--- src/rtl/sn_pkg.sv ---
// rtl/sn_pkg.sv - shared register map and run-state definitions for the protocol register block
package sn_pkg;

  localparam logic [6:0] ADDR_START       = 7'd0;
  localparam logic [6:0] ADDR_CUR_TS_MSB  = 7'd1;
  localparam logic [6:0] ADDR_CUR_TS_LSB  = 7'd2;
  localparam logic [6:0] ADDR_MAX_TS_MSB  = 7'd3;
  localparam logic [6:0] ADDR_MAX_TS_LSB  = 7'd4;
  localparam logic [6:0] ADDR_IN_WRITE    = 7'd5;
  localparam logic [6:0] ADDR_IN_ADDR_MSB = 7'd6;
  localparam logic [6:0] ADDR_IN_ADDR_LSB = 7'd7;
  localparam logic [6:0] ADDR_IN_DATA2    = 7'd9;
  localparam logic [6:0] ADDR_IN_DATA1    = 7'd10;
  localparam logic [6:0] ADDR_IN_DATA0    = 7'd11;
  localparam logic [6:0] ADDR_OUT_SEL     = 7'd12;
  localparam logic [6:0] ADDR_OUT_CNT     = 7'd13;

  typedef enum logic [1:0] {
    RUN_IDLE  = 2'd0,
    RUN_CLEAR = 2'd1,
    RUN_STEP  = 2'd2,
    RUN_WAIT  = 2'd3
  } run_state_t;

endpackage

--- src/rtl/sn_run_ctrl.sv ---
// rtl/sn_run_ctrl.sv - run sequencer: clear pulse, then step/wait handshake until max timestep
module sn_run_ctrl
  import sn_pkg::*;
#(
  parameter int P_TS_W = 16
) (
  input  logic              clk,
  input  logic              rst,
  input  logic              start_set,
  input  logic              start_abort,
  input  logic [P_TS_W-1:0] max_ts_in,
  input  logic              net_step_done,
  output logic              busy,
  output logic [P_TS_W-1:0] cur_ts,
  output logic              net_clear,
  output logic              net_step
);

  run_state_t        state;
  logic [P_TS_W-1:0] max_ts;
  logic [P_TS_W-1:0] cur_ts_inc;

  assign cur_ts_inc = cur_ts + P_TS_W'(1);
  assign busy       = (state != RUN_IDLE);

  // Run FSM with registered pulses; an abort wins over every other transition
  always_ff @(posedge clk) begin
    if (rst) begin
      state     <= RUN_IDLE;
      cur_ts    <= '0;
      max_ts    <= '0;
      net_clear <= 1'b0;
      net_step  <= 1'b0;
    end else begin
      net_clear <= 1'b0;
      net_step  <= 1'b0;
      if (start_abort && state != RUN_IDLE) begin
        state <= RUN_IDLE;
      end else begin
        case (state)
          RUN_IDLE: begin
            if (start_set) begin
              state     <= RUN_CLEAR;
              net_clear <= 1'b1;
              max_ts    <= max_ts_in;
              cur_ts    <= '0;
            end
          end
          RUN_CLEAR: begin
            if (max_ts == '0) begin
              state <= RUN_IDLE;
            end else begin
              state    <= RUN_STEP;
              net_step <= 1'b1;
            end
          end
          RUN_STEP: begin
            state <= RUN_WAIT;
          end
          RUN_WAIT: begin
            if (net_step_done) begin
              cur_ts <= cur_ts_inc;
              if (cur_ts_inc == max_ts) begin
                state <= RUN_IDLE;
              end else begin
                state    <= RUN_STEP;
                net_step <= 1'b1;
              end
            end
          end
          default: state <= RUN_IDLE;
        endcase
      end
    end
  end

endmodule

--- src/rtl/sn_prot_regs.sv ---
// rtl/sn_prot_regs.sv - byte-wide register front end driving network input writes and timestep runs
module sn_prot_regs
  import sn_pkg::*;
#(
  parameter int P_NUM_INPUTS  = 23,
  parameter int P_NUM_OUTPUTS = 3,
  parameter int P_TS_W        = 16
) (
  input  logic        clk,
  input  logic        rst,
  input  logic        prot_enable,
  input  logic        prot_r0w1,
  input  logic [6:0]  prot_addr,
  input  logic [7:0]  prot_wdata,
  output logic [7:0]  prot_rdata,
  output logic        in_wr_en,
  output logic [15:0] in_wr_addr,
  output logic [23:0] in_wr_data,
  output logic        net_clear,
  output logic        net_step,
  input  logic        net_step_done,
  output logic [7:0]  cnt_sel,
  input  logic [7:0]  cnt_value
);

  // Input index is carried on 16 bits and the counter select on 8 bits
  if (P_NUM_INPUTS > 65536 || P_NUM_OUTPUTS > 256 || P_TS_W < 1) begin : g_param_check
    $error("sn_prot_regs: parameter out of range");
  end

  logic [7:0]        max_ts_msb;
  logic [7:0]        max_ts_lsb;
  logic [7:0]        in_addr_msb;
  logic [7:0]        in_addr_lsb;
  logic [7:0]        in_data2;
  logic [7:0]        in_data1;
  logic [7:0]        in_data0;
  logic [7:0]        out_sel;
  logic              wr;
  logic              rd;
  logic              start_set;
  logic              start_abort;
  logic              busy;
  logic [P_TS_W-1:0] cur_ts;
  logic [15:0]       cur_ts16;

  assign wr          = prot_enable & prot_r0w1;
  assign rd          = prot_enable & ~prot_r0w1;
  assign start_set   = wr && (prot_addr == ADDR_START) && prot_wdata[0];
  assign start_abort = wr && (prot_addr == ADDR_START) && !prot_wdata[0];
  assign cur_ts16    = 16'(cur_ts);

  assign in_wr_addr  = {in_addr_msb, in_addr_lsb};
  assign in_wr_data  = {in_data2, in_data1, in_data0};
  assign cnt_sel     = out_sel;

  sn_run_ctrl #(
    .P_TS_W(P_TS_W)
  ) u_run_ctrl (
    .clk          (clk),
    .rst          (rst),
    .start_set    (start_set),
    .start_abort  (start_abort),
    .max_ts_in    (P_TS_W'({max_ts_msb, max_ts_lsb})),
    .net_step_done(net_step_done),
    .busy         (busy),
    .cur_ts       (cur_ts),
    .net_clear    (net_clear),
    .net_step     (net_step)
  );

  // RW register writes and the input-write strobe, which is held off during a run
  always_ff @(posedge clk) begin
    if (rst) begin
      max_ts_msb  <= '0;
      max_ts_lsb  <= '0;
      in_addr_msb <= '0;
      in_addr_lsb <= '0;
      in_data2    <= '0;
      in_data1    <= '0;
      in_data0    <= '0;
      out_sel     <= '0;
      in_wr_en    <= 1'b0;
    end else begin
      in_wr_en <= wr && (prot_addr == ADDR_IN_WRITE) && prot_wdata[0] && !busy;
      if (wr) begin
        case (prot_addr)
          ADDR_MAX_TS_MSB:  max_ts_msb  <= prot_wdata;
          ADDR_MAX_TS_LSB:  max_ts_lsb  <= prot_wdata;
          ADDR_IN_ADDR_MSB: in_addr_msb <= prot_wdata;
          ADDR_IN_ADDR_LSB: in_addr_lsb <= prot_wdata;
          ADDR_IN_DATA2:    in_data2    <= prot_wdata;
          ADDR_IN_DATA1:    in_data1    <= prot_wdata;
          ADDR_IN_DATA0:    in_data0    <= prot_wdata;
          ADDR_OUT_SEL:     out_sel     <= prot_wdata;
          default: ;
        endcase
      end
    end
  end

  // Zero-latency read mux; anything but an enabled read returns 0
  always_comb begin
    prot_rdata = 8'd0;
    if (rd) begin
      case (prot_addr)
        ADDR_START:       prot_rdata = {7'd0, busy};
        ADDR_CUR_TS_MSB:  prot_rdata = cur_ts16[15:8];
        ADDR_CUR_TS_LSB:  prot_rdata = cur_ts16[7:0];
        ADDR_MAX_TS_MSB:  prot_rdata = max_ts_msb;
        ADDR_MAX_TS_LSB:  prot_rdata = max_ts_lsb;
        ADDR_IN_ADDR_MSB: prot_rdata = in_addr_msb;
        ADDR_IN_ADDR_LSB: prot_rdata = in_addr_lsb;
        ADDR_IN_DATA2:    prot_rdata = in_data2;
        ADDR_IN_DATA1:    prot_rdata = in_data1;
        ADDR_IN_DATA0:    prot_rdata = in_data0;
        ADDR_OUT_SEL:     prot_rdata = out_sel;
        ADDR_OUT_CNT:     prot_rdata = cnt_value;
        default:          prot_rdata = 8'd0;
      endcase
    end
  end

endmodule

--- config.mk ---
export PLATFORM = sky130hd
export DESIGN_NAME = sn_prot_regs
export DESIGN_NICKNAME = d
export VERILOG_FILES = /design/src/rtl/sn_pkg.sv /design/src/rtl/sn_run_ctrl.sv /design/src/rtl/sn_prot_regs.sv
export SDC_FILE = /design/constraint.sdc
export NUM_CORES = 1
export LEC_CHECK = 0
export ABC_AREA = 1
export CORE_AREA = 10 10 118 131
export CTS_BUF_LIST = sky130_fd_sc_hd__clkbuf_16
export DETAILED_ROUTE_END_ITERATION = 8
export DIE_AREA = 0 0 128 141
export GPL_TIMING_DRIVEN = 0
export PLACE_DENSITY = 0.66
export SYNTH_ARGS = -nofsm -noshare
export SYNTH_HDL_FRONTEND = slang
export SYNTH_SLANG_ARGS = --single-unit
--- constraint.sdc ---
create_clock -name clk -period 1.73 [get_ports clk]
set_input_delay 0.173 -clock clk [delete_from_list [all_inputs] [get_ports clk]]
set_output_delay 0.173 -clock clk [all_outputs]
set_load 0.01 [all_outputs]
; Yosys cells after proc, flatten, opt, wreduce, memory -nomap -nowiden
; Index checks and enable logic that the tools add are counted.
[word_totals]
register_bits = 101
in_bits = 28
out_inout_bits = 59
[classes]
add_sub_neg = 1
muxes = 15
reduce_logical = 27
bitwise = 5
n_eq_ne = 18
[op_table]
columns = operator, count
row1 = one-hot mux 8 bit (12 select lines), 1
row2 = "equality test 7 x 4 -> 1 bit, second input constant", 5
row3 = 2-to-1 mux 16 bit, 2
row4 = one-hot mux 16 bit (2 select lines), 1
row5 = "equality test 7 x 3 -> 1 bit, second input constant", 4
row6 = AND reduction 2 bit, 9
row7 = "adder 16 x 1 -> 16 bit, second input constant", 1
row8 = equality test 16 bit, 1
row9 = logical NOT 16 bit, 1
row10 = "equality test 7 x 2 -> 1 bit, second input constant", 2
row11 = 2-to-1 mux 2 bit, 4
row12 = 2-to-1 mux 8 bit, 1
row13 = one-hot mux 2 bit (4 select lines), 1
row14 = "equality test 7 x 1 -> 1 bit, second input constant", 1
row15 = logical AND 1 bit, 7
row16 = logical NOT 7 bit, 1
row17 = "equality test 2 bit, second input constant", 2
row18 = 2-to-1 mux 1 bit, 4
row19 = "inequality test 2 bit, second input constant", 2
row20 = AND reduction 4 bit, 1
row21 = nonzero test 2 bit, 2
row22 = NOT 1 bit, 3
row23 = AND reduction 3 bit, 1
row24 = OR reduction 3 bit, 1
row25 = 6 further kinds, 8

; Logic depth before layout (Yosys ltp)
[logic_depth]
word_depth = 6
mapped_depth = 15
mapped_depth_nobuf = 15

; Modules after synthesis
; A second synthesis with hierarchy kept.
[hier_totals]
cells_unflattened = 852
area_unflattened_um2 = 5906.9
[by_module_without_submodules]
columns = module, cells_each, area_per_inst_um2, instances
row1 = sn_prot_regs, 514, 3743.6, 1
row2 = sn_run_ctrl, 338, 2163.3, 1

; Worst setup path before layout
; OpenSTA, ideal clock, no wires.
[synth_path]
path_type = reg-to-reg
from = register u_run_ctrl.cur_ts[0]
to = register u_run_ctrl.state[1]
path_buffers = 0
arrival_ns = 1.542
setup_slack_ns = 0.072
stages_incl_launch_ff = 15
synth_period_minus_slack_ns = 1.658
setup_time_ns = 0.116
required_ns = 1.614
path_cell_list = dfxtp_1 -> ha_1 -> nand3_1 -> inv_1 -> nand3_1 -> nand2_1 -> nand2_1 -> nand2_1 -> nand2_1 -> nor2_1 -> nand2_1 -> nor2_1 -> nand3_1 -> nand2_1 -> a21oi_1
[synth_between]
elab_chain_cells = 5
[synth_rtl]
columns = element, line
row1 = from (decl), sn_run_ctrl.sv:14  ; output logic [P_TS_W-1:0] cur_ts,
row2 = from (signal assigned), sn_run_ctrl.sv:62  ; cur_ts <= cur_ts_inc;
row3 = adder 16 x 1 -> 16 bit, sn_run_ctrl.sv:23  ; assign cur_ts_inc = cur_ts + P_TS_W'(1);
row4 = equality test 16 bit, sn_run_ctrl.sv:63  ; if (cur_ts_inc == max_ts) begin
row5 = 2-to-1 mux 2 bit, sn_run_ctrl.sv:63
row6 = 2-to-1 mux 2 bit, sn_run_ctrl.sv:61  ; if (net_step_done) begin
row7 = one-hot mux 2 bit (4 select lines), sn_run_ctrl.sv:40  ; case (state)
row8 = to (signal assigned), sn_run_ctrl.sv:43  ; state <= RUN_CLEAR;
row9 = to (signal assigned), sn_run_ctrl.sv:64  ; state <= RUN_IDLE;
row10 = to (signal assigned), sn_run_ctrl.sv:66  ; state <= RUN_STEP;
row11 = to (decl), sn_run_ctrl.sv:19  ; run_state_t state;
; No other way between the ends. The select of a mux whose other input is x is not followed.
; A chain may end at the register's enable or synchronous reset.

; Worst setup path after layout
[layout_path]
from = register u_run_ctrl.cur_ts[1]
to = register u_run_ctrl.state[1]
; Same word-level chain as after synthesis.

==> qor.yml <==
drv_cap: 0
antenna_found_initial: 0
yosysSeqAreaShare_pct: 39.3
static_leakage_nw: 2.81
worstPathRequired_ns: 1.98
hold_viol: 0
final-setup-viol-count: 7
core.rowCount: 44
remaining_drc_errors: 0
floorplan.die_area_um2: 18000
critical_path_peak_fanout: 4
count_of_nets_left_with_antenna_violations_after_detail_routing: 0
clockBufferDepth: 2
cts_buffers: 9
violated_checks: "setup timing"
globalplace.congestion: 0.939
avgSynthCellArea_um2: 7.03
die_y_um: 141
critPathLaunchType: "flop"
nNetsFinal: 902
first_global_vias: 5760
diodes: 0
worst_slack_ns: -0.0993
part_of_the_power_in_the_clock_network_pct: 45.9
cts-htree-levels: 3
timing.setup.critical_path_class: "flop to flop"
muxShareOfSynthArea_pct: 0
first_pass_iters: 6
synth_compound_gate_area_share_pct: 24.1
vias: 5853
post-layout-total-power_mw: 4.89
synthesis.nets: 762
slew-limit-headroom_pct: 57.1
clk_pin_slew_worst_paths_ns: 0.07
placedCellCount: 980
synth_top_family_by_area: "simple AND/OR/NAND/NOR gates"
floorplan.initialDensity_pct: 40.0
areaGrowthSynthToFinish_pct: 46.6
grtUsageTotal_pct: 21.7
mostFrequentLayoutCells: "nand2_1, dfxtp_1, inv_1"
worst-endpoint-arrival_ns: 2.08
max-vdd-ir-drop_mv: 0.597
ys_dominant_reg_cell: "dfxtp_1"
yosysUniqueCellTypes: 40
comb_power_share_pct: 6.7
skew_ns: 0.00543
routed_wirelength_um: 20100
cts_sinks: 101
synth_seq_cells: 101
post-route-period-util_pct: 106
number_of_synthesized_flops_with_an_enable_pin: 0
post_synthesis_instance_total: 733
rsz0062_at_grt: "true"
cts_hold_repair.buffers: 0
die_width_um: 128
port_buffers: 86
p_switching_mw: 1.18
synth.cell_area_um2: 5150
synth_xor_area_share_pct: 0.948
report.final.slew_viol_count: 0
cellPowerDensity_nw_per_um2: 647
switching_share_pct: 24.1
post-route-min-period_ns: 1.83
fmax_ghz: 0.547
ioPinCount: 87
placeableCoreArea_um2: 12900
synth_adder_area_share_pct: 0.243
mostFrequentLayoutCell: "nand2_1"
tritoncts: "built"
place_hpwl_um: 14400
grt_max_degree: 18
fillers: 1216
layout-drive-gt1-share_pct: 26.0
yosys.area_share.simple_pct: 24.9
wire_per_inst_um: 19.3
clock_tree.root_cell: "clkbuf_16"
power_frac_seq_pct: 47.4
worst-slew-pin-transition_ns: 0.643
placed_cell_area_um2: 6210
internal_power_mw: 3.71
grt_pass1_wl_um: 30800
synth_async_sr_flop_share_pct: 0
globalRoute.totalOverflow: 0
timing.hold.worst.class: "input port to flop"
finalNonFillerCells: 1039
final_area_um2: 7550
detail_route.vias_per_cell: 5.63
status: "finished with violations"
clkLatencyLatePin_ns: 0.36
initial_detailed_routing_violation_count: 602
yosysWarningCount: 0
setup.worst_path.end_class: "flop"
-- metal layers --
metal	global-route usage, %	vias to the layer above	wire, µm
li1	-	2796	-
met1	25.6	2719	8410
met2	34.9	281	9300
met3	6.11	57	1590
met4	11.4	0	762
met5	0	-	0
-- registers in the layout (all words and copies together), names as in the netlist --
signal / count
u_run_ctrl.net_step: 1
max_ts_lsb: 8
u_run_ctrl.state: 2
in_addr_lsb: 8
cnt_sel: 8
u_run_ctrl.cur_ts: 16
max_ts_msb: 8
u_run_ctrl.max_ts: 16
in_addr_msb: 8
in_data1: 8
in_data2: 8
in_data0: 8
in_wr_en: 1
u_run_ctrl.net_clear: 1
-- critical path, cell delays in order, from the launching register on --
cell and delay (ns):
dfxtp_4 0.38, ha_4 0.17, nand3_4 0.12, nor2_4 0.18, nand2_2 0.10, nand2_1 0.07
nand2_1 0.04, nand2_1 0.05, nand4_1 0.15, nor2_2 0.18, nand3_2 0.11, nand2_2 0.10
a21oi_2 0.05
-- power groups by stage --
| stage | sequential [mW] | combinational [mW] | clock, mW |
|---|---|---|---|
| after floorplan | 2.38 | 0.103 | 0 |
| after global placement | 2.38 | 0.252 | 0 |
| after detailed placement | 2.38 | 0.251 | 0 |
| after CTS | 2.32 | 0.298 | 2.26 |
| after global routing | 2.32 | 0.346 | 2.35 |
| final | 2.32 | 0.326 | 2.24 |
-- path summary, 6_finish.rpt --
check	slack, ns	cells past startpoint	to	from
max	-0.1	12	u_run_ctrl.state[1]$_SDFFE_PP0P_	u_run_ctrl.cur_ts[1]$_SDFFE_PP0P_
min	0.15	3	in_wr_en$_SDFF_PP0_	prot_addr[0]
max reg2reg	-0.1	12	u_run_ctrl.state[1]$_SDFFE_PP0P_	u_run_ctrl.cur_ts[1]$_SDFFE_PP0P_
min reg2reg	0.48	2	max_ts_msb[5]$_SDFFE_PP0P_	max_ts_msb[5]$_SDFFE_PP0P_
-- synthesized netlist by cell type, types with 2 or more instances --
cell	n	share of area, %
buf_6	2	0.44
inv_2	4	0.29
a211oi_1	11	1.6
clkbuf_1	9	0.66
nor2_1	57	4.2
a211oi_2	8	1.9
a22o_1	2	0.34
nand3_1	70	6.8
xnor2_1	2	0.34
nor2_2	2	0.24
buf_2	8	0.78
nor2_4	2	0.44
o21ai_0	68	6.6
dfxtp_1	101	39
nand4_1	15	1.8
o22ai_1	16	1.9
buf_1	4	0.29
a21oi_1	69	6.7
nand2_1	123	9.0
buf_4	2	0.29
a31oi_1	12	1.5
nand2_2	4	0.49
inv_1	105	7.7
nor4_1	4	0.49
a221oi_1	17	2.9
nor3_1	2	0.19
-- cells by family after synthesis --
family	after synthesis
AND/OR/NAND/NOR	284
XOR/XNOR	4
AO/OA/AOI/OAI	207
flip-flops	101
buffers and inverters	136
adder cells (fa/ha/maj)	1
-- cell type report --
| type | instances | area [µm²] | area share [%] |
|---|---|---|---|
| Timing Repair Buffer | 129 | 1200 | 15.9 |
| Buffer | 25 | 149 | 1.97 |
| Clock inverter | 7 | 100 | 1.33 |
| Tap cell | 161 | 201 | 2.67 |
| Sequential cell | 101 | 2060 | 27.2 |
| Multi-Input combinational cell | 496 | 3170 | 41.9 |
| Clock buffer | 9 | 225 | 2.98 |
| Inverter | 111 | 449 | 5.95 |
-- timing repair --
action / 4_1_cts / 5_1_grt
endpoints found under the setup margin: 59 / 50
cloned: 0 / 0
setup buffers: 34 / 9
resized for setup: 191 / 79
pin swaps: 37 / 32
-- metrics by stage --
step	util [%]	setup WS (ns)	TNS, ns	hold slack [ns]
global placement	48.2	-1.18	-43.93	0.457
floorplan	-	0.0715	0	0.308
detailed placement	48.2	-1.15	-44.90	0.463
global route	58.6	-0.206	-1.11	0.144
finish	58.6	-0.0993	-0.323	0.148
CTS	56.3	-0.107	-0.204	0.189
Note: power is estimated with default switching activity, not from simulation.
